$ cat src/rtl/nn_row_packer_pkg.sv
// nn_pkg: shared constants and types for the nn_row_packer slice.
//   BYTES_PER_ROW / ROW_W     : row geometry (20 bytes -> 160-bit row bus)
//   BYTE_IDX_W                : width of the byte index inside a row
//   PH_DATA / PH_WEIGHT       : phase encodings driven on the phase output
//   state_t                   : packer FSM states
//   idx_w()                   : index width helper that never returns 0
package nn_pkg;

  localparam int BYTES_PER_ROW = 20;
  localparam int ROW_W         = 8 * BYTES_PER_ROW;
  localparam int BYTE_IDX_W    = $clog2(BYTES_PER_ROW);

  localparam logic PH_DATA   = 1'b0;
  localparam logic PH_WEIGHT = 1'b1;

  typedef enum logic {
    S_FILL = 1'b0,
    S_HOLD = 1'b1
  } state_t;

  // A one-entry counter still needs a 1-bit register.
  function automatic int idx_w(input int n);
    return (n > 1) ? $clog2(n) : 1;
  endfunction

endpackage

$ cat src/rtl/nn_row_packer_if.sv
// nn_row_packer_if: byte-stream input and row-bus output of the packer.
//   s_valid/s_data/s_last/s_ready : 8-bit valid/ready byte stream
//   row_data/count/row_valid      : row bus towards nnctrl (in1 = row_data[7:0])
//   phase/frame_done/sync_err     : frame position and framing status
// Modports: master = upstream feeder (drives the byte stream, observes the
// row bus); slave = the packer itself.
interface nn_row_packer_if;
  import nn_pkg::*;

  logic             s_valid;
  logic [7:0]       s_data;
  logic             s_last;
  logic             s_ready;
  logic [ROW_W-1:0] row_data;
  logic [7:0]       count;
  logic             row_valid;
  logic             phase;
  logic             frame_done;
  logic             sync_err;

  modport master (
    output s_valid, s_data, s_last,
    input  s_ready, row_data, count, row_valid, phase, frame_done, sync_err
  );

  modport slave (
    input  s_valid, s_data, s_last,
    output s_ready, row_data, count, row_valid, phase, frame_done, sync_err
  );

endinterface

$ cat src/rtl/nn_row_packer_shift.sv
// nn_row_shift: byte-addressed shadow row plus the visible output row.
//   clk, rst_n : clock, async active-low reset
//   wr_en      : write wr_data into shadow lane wr_idx
//   wr_idx     : byte lane being written
//   wr_data    : incoming byte
//   load       : copy the shadow to row_data, taking lane wr_idx from wr_data
//                directly so the final byte of a row lands in the same cycle
//   row_data   : visible row; only changes on load
module nn_row_shift
  import nn_pkg::*;
(
  input  logic                  clk,
  input  logic                  rst_n,
  input  logic                  wr_en,
  input  logic [BYTE_IDX_W-1:0] wr_idx,
  input  logic [7:0]            wr_data,
  input  logic                  load,
  output logic [ROW_W-1:0]      row_data
);

  for (genvar i = 0; i < BYTES_PER_ROW; i++) begin : g_lane
    localparam logic [BYTE_IDX_W-1:0] LANE = BYTE_IDX_W'(i);

    logic       hit;
    logic [7:0] shadow_b;
    logic [7:0] row_b;

    assign hit = (wr_idx == LANE);

    always_ff @(posedge clk or negedge rst_n) begin
      if (!rst_n) begin
        shadow_b <= '0;
        row_b    <= '0;
      end else begin
        if (wr_en && hit) shadow_b <= wr_data;
        if (load)         row_b    <= hit ? wr_data : shadow_b;
      end
    end

    assign row_data[8*i +: 8] = row_b;
  end

endmodule

$ cat src/rtl/nn_row_packer.sv
// nn_row_packer: packs a byte stream into 20-byte rows for nnctrl.
//   clock : system clock, rising edge
//   reset : asynchronous reset, active low
//   bus   : nn_row_packer_if.slave (byte stream in, row bus out)
// A frame is DATA_ROWS feature rows followed by NEURONS blocks of WEIGHT_ROWS
// weight rows. Each row is held HOLD_DATA / HOLD_WEIGHT cycles (s_ready low)
// so nnctrl can absorb it. s_last must mark the final byte of the frame; a
// stray s_last drops the partial row and restarts the frame, a missing one
// lets the frame finish. Either case sets the sticky sync_err.
module nn_row_packer
  import nn_pkg::*;
#(
  parameter int DATA_ROWS   = 50,
  parameter int WEIGHT_ROWS = 50,
  parameter int NEURONS     = 100,
  parameter int HOLD_DATA   = 10,
  parameter int HOLD_WEIGHT = 1
) (
  input  logic           clock,
  input  logic           reset,
  nn_row_packer_if.slave bus
);

  localparam int BLK_W = idx_w(NEURONS);

  localparam logic [BYTE_IDX_W-1:0] LAST_BYTE = BYTE_IDX_W'(BYTES_PER_ROW - 1);
  localparam logic [7:0]            DR_LAST   = 8'(DATA_ROWS - 1);
  localparam logic [7:0]            WR_LAST   = 8'(WEIGHT_ROWS - 1);
  localparam logic [BLK_W-1:0]      BLK_LAST  = BLK_W'(NEURONS - 1);
  localparam logic [7:0]            HOLD_D    = 8'(HOLD_DATA);
  localparam logic [7:0]            HOLD_W    = 8'(HOLD_WEIGHT);

  state_t                state, state_nxt;
  logic [BYTE_IDX_W-1:0] byte_idx;
  logic [7:0]            row_idx;
  logic [BLK_W-1:0]      blk_idx;
  logic [7:0]            hold_cnt;
  logic                  phase_q;
  logic [7:0]            count_q;
  logic                  row_valid_q;
  logic                  frame_done_q;
  logic                  sync_err_q;
  logic                  ready_q;

  logic accept, last_byte, final_pos, frame_err, miss_last, commit, hold_end;

  assign accept    = bus.s_valid && ready_q;
  assign last_byte = (byte_idx == LAST_BYTE);
  assign final_pos = (phase_q == PH_WEIGHT) && (row_idx == WR_LAST) && (blk_idx == BLK_LAST);
  // s_last anywhere but the final byte of the frame is a framing error.
  assign frame_err = accept && bus.s_last && !(last_byte && final_pos);
  assign miss_last = accept && last_byte && final_pos && !bus.s_last;
  assign commit    = accept && last_byte && !frame_err;
  assign hold_end  = (state == S_HOLD) && (hold_cnt == 8'd1);

  always_comb begin
    state_nxt = state;
    case (state)
      S_FILL:  if (commit)   state_nxt = S_HOLD;
      S_HOLD:  if (hold_end) state_nxt = S_FILL;
      default: state_nxt = S_FILL;
    endcase
  end

  always_ff @(posedge clock or negedge reset) begin
    if (!reset) begin
      state        <= S_FILL;
      byte_idx     <= '0;
      row_idx      <= '0;
      blk_idx      <= '0;
      hold_cnt     <= '0;
      phase_q      <= PH_DATA;
      count_q      <= '0;
      row_valid_q  <= 1'b0;
      frame_done_q <= 1'b0;
      sync_err_q   <= 1'b0;
      ready_q      <= 1'b0;
    end else begin
      state        <= state_nxt;
      // Registered ready tracks the next state so s_ready stays 0 in reset.
      ready_q      <= (state_nxt == S_FILL);
      row_valid_q  <= commit;
      frame_done_q <= 1'b0;

      if (frame_err || miss_last) sync_err_q <= 1'b1;

      if (accept) byte_idx <= (last_byte || frame_err) ? '0 : byte_idx + 1'b1;

      if (commit) begin
        count_q  <= row_idx;
        hold_cnt <= (phase_q == PH_WEIGHT) ? HOLD_W : HOLD_D;
      end

      if (frame_err) begin
        row_idx <= '0;
        blk_idx <= '0;
        phase_q <= PH_DATA;
      end

      if (state == S_HOLD) hold_cnt <= hold_cnt - 8'd1;

      // Indices advance only once the hold expires so count/phase describe
      // the row currently on the bus for its whole hold window.
      if (hold_end) begin
        if (phase_q == PH_DATA) begin
          if (row_idx == DR_LAST) begin
            row_idx <= '0;
            phase_q <= PH_WEIGHT;
          end else begin
            row_idx <= row_idx + 8'd1;
          end
        end else if (row_idx == WR_LAST) begin
          row_idx <= '0;
          if (blk_idx == BLK_LAST) begin
            blk_idx      <= '0;
            phase_q      <= PH_DATA;
            frame_done_q <= 1'b1;
          end else begin
            blk_idx <= blk_idx + 1'b1;
          end
        end else begin
          row_idx <= row_idx + 8'd1;
        end
      end
    end
  end

  nn_row_shift u_shift (
    .clk      (clock),
    .rst_n    (reset),
    .wr_en    (accept),
    .wr_idx   (byte_idx),
    .wr_data  (bus.s_data),
    .load     (commit),
    .row_data (bus.row_data)
  );

  assign bus.s_ready    = ready_q;
  assign bus.count      = count_q;
  assign bus.row_valid  = row_valid_q;
  assign bus.phase      = phase_q;
  assign bus.frame_done = frame_done_q;
  assign bus.sync_err   = sync_err_q;

endmodule

$ cat src/flat_wrapper.sv
// flat-port wrapper written by rule: the top's interface ports become plain ports
module nn_row_packer_flat import nn_pkg::*;
#(
  parameter int DATA_ROWS   = 50,
  parameter int WEIGHT_ROWS = 50,
  parameter int NEURONS     = 100,
  parameter int HOLD_DATA   = 10,
  parameter int HOLD_WEIGHT = 1
)
  (clock, reset, bus_s_valid, bus_s_data, bus_s_last, bus_s_ready, bus_row_data, bus_count, bus_row_valid, bus_phase, bus_frame_done, bus_sync_err);
  nn_row_packer_if bus_i ();
  input  logic clock;
  input  logic reset;
  input wire logic [$bits(bus_i.s_valid)-1:0] bus_s_valid;
  input wire logic [$bits(bus_i.s_data)-1:0] bus_s_data;
  input wire logic [$bits(bus_i.s_last)-1:0] bus_s_last;
  output wire logic [$bits(bus_i.s_ready)-1:0] bus_s_ready;
  output wire logic [$bits(bus_i.row_data)-1:0] bus_row_data;
  output wire logic [$bits(bus_i.count)-1:0] bus_count;
  output wire logic [$bits(bus_i.row_valid)-1:0] bus_row_valid;
  output wire logic [$bits(bus_i.phase)-1:0] bus_phase;
  output wire logic [$bits(bus_i.frame_done)-1:0] bus_frame_done;
  output wire logic [$bits(bus_i.sync_err)-1:0] bus_sync_err;
  assign bus_i.s_valid = bus_s_valid;
  assign bus_i.s_data = bus_s_data;
  assign bus_i.s_last = bus_s_last;
  assign bus_s_ready = bus_i.s_ready;
  assign bus_row_data = bus_i.row_data;
  assign bus_count = bus_i.count;
  assign bus_row_valid = bus_i.row_valid;
  assign bus_phase = bus_i.phase;
  assign bus_frame_done = bus_i.frame_done;
  assign bus_sync_err = bus_i.sync_err;
  nn_row_packer #(.DATA_ROWS(DATA_ROWS), .WEIGHT_ROWS(WEIGHT_ROWS), .NEURONS(NEURONS), .HOLD_DATA(HOLD_DATA), .HOLD_WEIGHT(HOLD_WEIGHT)) u_core (.clock(clock), .reset(reset), .bus(bus_i));
endmodule
$ cat config.mk
export PLATFORM = sky130hd
export DESIGN_NAME = nn_row_packer_flat
export DESIGN_NICKNAME = d
export VERILOG_FILES = /design/src/rtl/nn_row_packer_pkg.sv /design/src/rtl/nn_row_packer_if.sv /design/src/rtl/nn_row_packer_shift.sv /design/src/rtl/nn_row_packer.sv /design/src/flat_wrapper.sv
export SDC_FILE = /design/constraint.sdc
export NUM_CORES = 1
export LEC_CHECK = 0
export CAP_MARGIN = 20
export CORE_MARGIN = 8
export CORE_UTILIZATION = 51
export CTS_CLUSTER_SIZE = 25
export DETAILED_ROUTE_END_ITERATION = 8
export PLACE_DENSITY = 0.76
export SKIP_LAST_GASP = 1
export SYNTH_ARGS = -nofsm -noshare
export SYNTH_HDL_FRONTEND = slang
export SYNTH_SLANG_ARGS = --single-unit
$ cat constraint.sdc
create_clock -name clock -period 1.95 [get_ports clock]
set_input_delay 0.2925 -clock clock [delete_from_list [all_inputs] [get_ports clock]]
set_output_delay 0.2925 -clock clock [all_outputs]
set_load 0.02 [all_outputs]
Word level (Yosys, flattened, before mapping)
Index checks and enable logic that the tools add are counted.
{ "totals": {"reg_bits": 362, "elab_cells": 162, "inputBits": 12, "output_inout_bits": 173} }
{ "classes": {"n_addsub": 4, "n_reduce_logical": 38, "bitwise_logic": 2, "n_mux": 45, "n_eq_ne": 22} }
{ "ops": {"columns": ["operator", "n"], "rows": [
  ["8-bit two-way mux", 25],
  ["5-bit by 4-bit == test with 1-bit output, second input constant", 8],
  ["7-bit two-way mux", 5],
  ["1-bit logical AND", 30],
  ["5-bit by 3-bit == test with 1-bit output, second input constant", 4],
  ["5-bit == test, second input constant", 4],
  ["1-bit two-way mux", 12],
  ["5-bit by 2-bit == test with 1-bit output, second input constant", 2],
  ["8-bit by 1-bit adder with 8-bit output, second input constant", 1],
  ["8-bit by 1-bit == test with 1-bit output, second input constant", 1],
  ["8-bit by 6-bit == test with 1-bit output, second input constant", 1],
  ["8-bit by 1-bit subtractor with 8-bit output, second input constant", 1],
  ["7-bit by 1-bit adder with 7-bit output, second input constant", 1],
  ["7-bit == test, second input constant", 1],
  ["5-bit by 1-bit adder with 5-bit output, second input constant", 1],
  ["5-bit by 1-bit == test with 1-bit output, second input constant", 1],
  ["5-bit zero test", 1],
  ["5-bit two-way mux", 1],
  ["4-bit two-way mux", 1],
  ["2-bit nonzero test", 2],
  ["1-bit zero test", 3],
  ["1-bit logical OR", 2],
  ["1-bit inverter", 2],
  ["1-bit case mux with 2 select lines", 1]
]} }

Longest topological paths before layout
{ "logic_depth": {"word_depth": 11, "depth_mapped": 9, "ltp_nobuf": 7} }

By module
A second synthesis with hierarchy kept.
{ "unflattened": {"hier_cells": 1527, "hier_area_um2": 16116.7} }
{ "modules_own_cells": {"columns": ["module", "n_inst", "seq_area_each_um2", "area_per_inst_um2", "cells_per_inst"], "rows": [
  ["nn_row_shift", 1, 8007.7, 13920.9, 1310],
  ["nn_row_packer", 1, 1051.0, 2195.9, 217]
]} }

Least setup slack after synthesis
Ideal clock, no wire load.
{ "synth_path": {"path_kind": "reg-to-reg", "start": "register u_core.byte_idx[2]", "end": "register u_core.u_shift.g_lane[15].row_b[5]", "path_stages_with_launch": 8, "synth_period_minus_slack_ps": 2061, "slack_ps": -111, "n_path_buf": 3, "t_required_ps": 1822, "setup_time_ps": 128, "arrival_ps": 1934, "path_cell_list": "dfrtp_1 -> buf_6 -> buf_2 -> and3_1 -> ha_1 -> clkbuf_1 -> mux2_2 -> mux2_1"} }
{ "synth_between": {"elab_chain_cells": 6, "elab_cells_between_ends": 9, "classes_between": "2 x eq/ne; 1 x mux; 6 x reduce/logical"} }
{ "synth_rtl": {"columns": ["element", "line", "rtl"], "rows": [
  ["start, declared", "nn_row_packer.sv:34", "logic [BYTE_IDX_W-1:0] byte_idx;"],
  ["start signal, assigned", "nn_row_packer.sv:87", "if (accept) byte_idx <= (last_byte || frame_err) ? '0 : byte_idx + 1'b1;"],
  ["5-bit == test", "nn_row_packer.sv:48", "assign last_byte = (byte_idx == LAST_BYTE);"],
  ["1-bit logical AND", "nn_row_packer.sv:51", "assign frame_err = accept && bus.s_last && !(last_byte && final_pos);"],
  ["1-bit zero test", "nn_row_packer.sv:51", null],
  ["1-bit logical AND", "nn_row_packer.sv:51", null],
  ["1-bit zero test", "nn_row_packer.sv:53", "assign commit = accept && last_byte && !frame_err;"],
  ["1-bit logical AND", "nn_row_packer.sv:53", null],
  ["end signal, assigned", "nn_row_packer_shift.sv:36", "if (load) row_b <= hit ? wr_data : shadow_b;"],
  ["end, declared", "nn_row_packer_shift.sv:26", "logic [7:0] row_b;"]
]} }
Parallel ways exist; a longest one is shown, timed or not.
A chain may end at the register's enable or synchronous reset.

Worst setup path in the final report
{ "layout_path": {"start": "register u_core.row_idx[1]", "end": "register u_core.u_shift.g_lane[7].row_b[2]"} }
{ "layout_between": {"elab_chain_cells": 8} }
{ "layout_rtl": {"columns": ["element", "line", "rtl"], "rows": [
  ["start, declared", "nn_row_packer.sv:35", "logic [7:0] row_idx;"],
  ["start signal, assigned", "nn_row_packer.sv:110", "row_idx <= row_idx + 8'd1;"],
  ["start signal, assigned", "nn_row_packer.sv:122", "row_idx <= row_idx + 8'd1;"],
  ["8-bit by 6-bit == test with 1-bit output", "nn_row_packer.sv:49", "assign final_pos = (phase_q == PH_WEIGHT) && (row_idx == WR_LAST) && (blk_idx == BLK_LAST);"],
  ["1-bit logical AND (2 in series)", "nn_row_packer.sv:49", null],
  ["1-bit logical AND", "nn_row_packer.sv:51", null],
  ["1-bit zero test", "nn_row_packer.sv:51", null],
  ["1-bit logical AND", "nn_row_packer.sv:51", null],
  ["1-bit zero test", "nn_row_packer.sv:53", null],
  ["1-bit logical AND", "nn_row_packer.sv:53", null],
  ["end signal, assigned", "nn_row_packer_shift.sv:36", null],
  ["end, declared", "nn_row_packer_shift.sv:26", null]
]} }
No other way between the ends.

==> impl_metrics.yaml <==
logic_synthesis:
  async_flop_share_pct: 100.0
  synth-simple-area-share_pct: 5.473
  netlist_instances: 1114
  yosysMostFrequentCell: "mux2_2"
  synth_area_sq_um: 16090
  synthMuxAreaShare_pct: 33.35
  ys_types: 65
  avgSynthCellArea_sq_um: 14.45
  synth_top_area_share_pct: 55.05
  synth_edf_count: 0
  seq_area_frac_synth_pct: 55.05
  yosysTopAreaCell: "dfrtp_1"
  synth_xor_area_share_pct: 0.1088
  synth-main-ff-cell: "dfrtp_1"
  syn_nets: 1136
  synth_common_cells: "mux2_2, dfrtp_1, mux2_1"
  synth_top_family_by_area: "multiplexers"
  synthAdderAreaFrac_pct: 0.7775
  ys_warn_count: 0
  synth_compound_area_share_pct: 2.472
  synth_seq_cells: 354
  synthTopCellsByArea: "dfrtp_1, mux2_2, mux2_1"
final_layout:
  fin_cells: 1804
  multi_input_area_sq_um: 6908
  utilization_pct: 65.80
  n_fill_cell: 2223
  seq_area_sq_um: 8859
  num-nets-final: 1401
  layout-drive-gt1-share_pct: 42.58
  syn_to_final_growth_pct: 28.03
  antenna_cells: 0
sta:
  report.final.slew_viol_count: 0
  skew_ps: 11.34
  hold_viol_final: 0
  final.setup.worst_slack_ps: -118.9
  setup_viol: 149
  relSlewSlack_pct: 39.34
  max_freq_ghz: 0.4833
  rsz0062_at_grt: "yes"
  fin_crit_sh_pct: 106.1
  period_minus_slack_ps: 2069
  worstMarginPinSlew_ps: 910.0
routing:
  drc: 0
  wl_per_cell_um: 21.16
  dr.pass1.iters: 4
  vias_per_cell: 5.586
  drt-total-wl_um: 38170
  ant_nets: 0
  vias: 10078
  drt-initial-drc-count: 485
worst_setup_path:
  worstSetupPathType: "reg -> reg"
  reg2reg_slack_ps: -120
  cp-end-kind: "register"
  r2r_cells: 8
  rr_startpoint: "u_core.row_idx[1]$_DFFE_PN0P_"
  cp-start-kind: "register"
  crit_required_ps: 2350
  timing.rr.end: "u_core.u_shift.g_lane[7].row_b[2]$_DFFE_PN0P_"
  cp.arrival_ps: 2470
  crit_path_max_fanout: 7
global_routing:
  grt_pass1_wl_um: 61380
  antenna_found_initial: 0
  overflow: 0
  track_usage_pct: 20.17
  grt_pass1_vias: 10787
  grt_max_degree: 73
placed_design:
  place_inst: 1728
  io_buffers: 184
  post-place-ws_ps: -225.1
  dp_hpwl_um: 24220
  finalWeightedCongestion: 0.8246
min_path:
  hold_path_class: "in -> async"
power_and_ir_drop:
  total_power_mw: 14.77
  p_leak_nw: 10.11
  peakVddDrop_mv: 0.6387
  p_per_area_nw_per_um2: 717.1
die:
  io_pins: 185
  coreArea_sq_um: 31310
  start_util_pct: 51.40
  design.die.area_sq_um: 37490
  die_x_um: 193.6
  row_count: 65
  die_y_um: 193.6
clock_tree:
  clkLatencyLatePin_ps: 520
  cts_max_path_buffers: 3
  cts_buffers: 38
  clk_pin_slew_ps: 60
  cts.sinks: 354
  cts_root_buf: "clkbuf_16"
  cts_tree: "yes"
  ctsHtreeMaxLevel: 2
run:
  max_cap_viol_count: 0
outcome:
  status: "finished, violations left"
  failed_checks: "setup timing"
layout make-up:
cell class | instances | area share, %
timing repair buffer | 293 | 15.17
tap | 402 | 2.441
multi-input combinational | 681 | 33.53
inverter | 10 | 0.2429
clock inverter | 4 | 0.2368
timing repair inverter | 1 | 0.04251
sequential | 354 | 43.00
clock buffer | 59 | 5.344
routing by layer:
metal / part of all wire [%] / GRT usage (%) / up-vias
li1: - / - / 4564
met1: 45 / 27.00 / 5264
met2: 50 / 34.11 / 208
met3: 4.1 / 3.488 / 42
met4: 1.3 / 4.304 / 0
met5: 0 / 0 / -
registers in the layout, summed over array words and instances, names as in the netlist, 5 cells and up:
signal	count
u_core.hold_cnt	8
u_core.u_shift.g_lane.row_b	160
u_core.blk_idx	7
u_core.byte_idx	5
u_core.row_idx	8
u_core.u_shift.g_lane.shadow_b	152
u_core.bus.count	8
worst max path at each step:
stage                                        from                                        endpoint  slack, ps
finish              u_core.row_idx[1]$_DFFE_PN0P_   u_core.u_shift.g_lane[7].row_b[2]$_DFFE_PN0P_       -120
global route        u_core.row_idx[1]$_DFFE_PN0P_   u_core.u_shift.g_lane[4].row_b[6]$_DFFE_PN0P_       -190
CTS                 u_core.row_idx[1]$_DFFE_PN0P_  u_core.u_shift.g_lane[12].row_b[2]$_DFFE_PN0P_       -120
detailed placement                    bus_s_valid   u_core.u_shift.g_lane[7].row_b[4]$_DFFE_PN0P_       -230
global placement                      bus_s_valid   u_core.u_shift.g_lane[7].row_b[3]$_DFFE_PN0P_       -200
floorplan           u_core.row_idx[1]$_DFFE_PN0P_  u_core.u_shift.g_lane[10].row_b[0]$_DFFE_PN0P_        -50
power breakdown:
| group | leakage (nW) | internal [mW] | total, mW | switching, mW |
|---|---|---|---|---|
| combinational | 4.68 | 0.207 | 0.617 | 0.410 |
| clock | 0.561 | 3.99 | 6.76 | 2.77 |
| sequential | 4.86 | 7.38 | 7.40 | 0.0208 |
through the flow:
stage	hold WS, ps	instance area [sq um]	setup TNS, ps
floorplan	-3.091	16120	-3789
global placement	215.0	19100	-36490
detailed placement	214.5	19100	-37820
CTS	272.4	20510	-12070
global route	294.5	20600	-26880
finish	277.7	20600	-11060
worst max-delay path, cell delays in order, from the launching register on:
cell and delay [ps]:
dfrtp_1 380, inv_2 80, ha_4 130, and4b_2 230, nand4_1 130, a21o_4 280
clkinv_8 100, bufbuf_16 270, mux2_2 330
layout by cell type (no fill, tap or decap), drive strengths merged, types with 2 or more instances in the layout:
master         count
clkdlybuf4s50    175
a211oi             3
clkinv             4
inv               10
o21a               2
mux2             473
nand2b            12
a31oi              7
nand4              4
nor4               3
nor3b              2
or4                2
ha                10
xnor2              2
nor4b              3
o21ai             14
and4               3
a311o              2
nand3              8
nor3              15
clkbuf            60
and3              10
nor2b              6
and2               3
a211o              4
a41oi              2
nand2             37
a21oi             17
dfrtp            354
buf              115
nor2              19
or4b               2
and4bb             2
cells by family after synthesis:
group,after synthesis
mux,474
buf+inv,79
flops,354
fa+ha+maj,10
compound gates,59
simple gates,136
xor+xnor,2
what timing repair did:
item                                    in CTS  in global routing
endpoints found under the hold margin       30                  0
cloned                                       5                  2
hold buffers                                 1                  0
pin swaps                                    3                  1
endpoints found under the setup margin     224                263
buffers inserted                             3                  3
resized for setup                           25                 16
No activity file was read; power rests on OpenSTA's default activity.
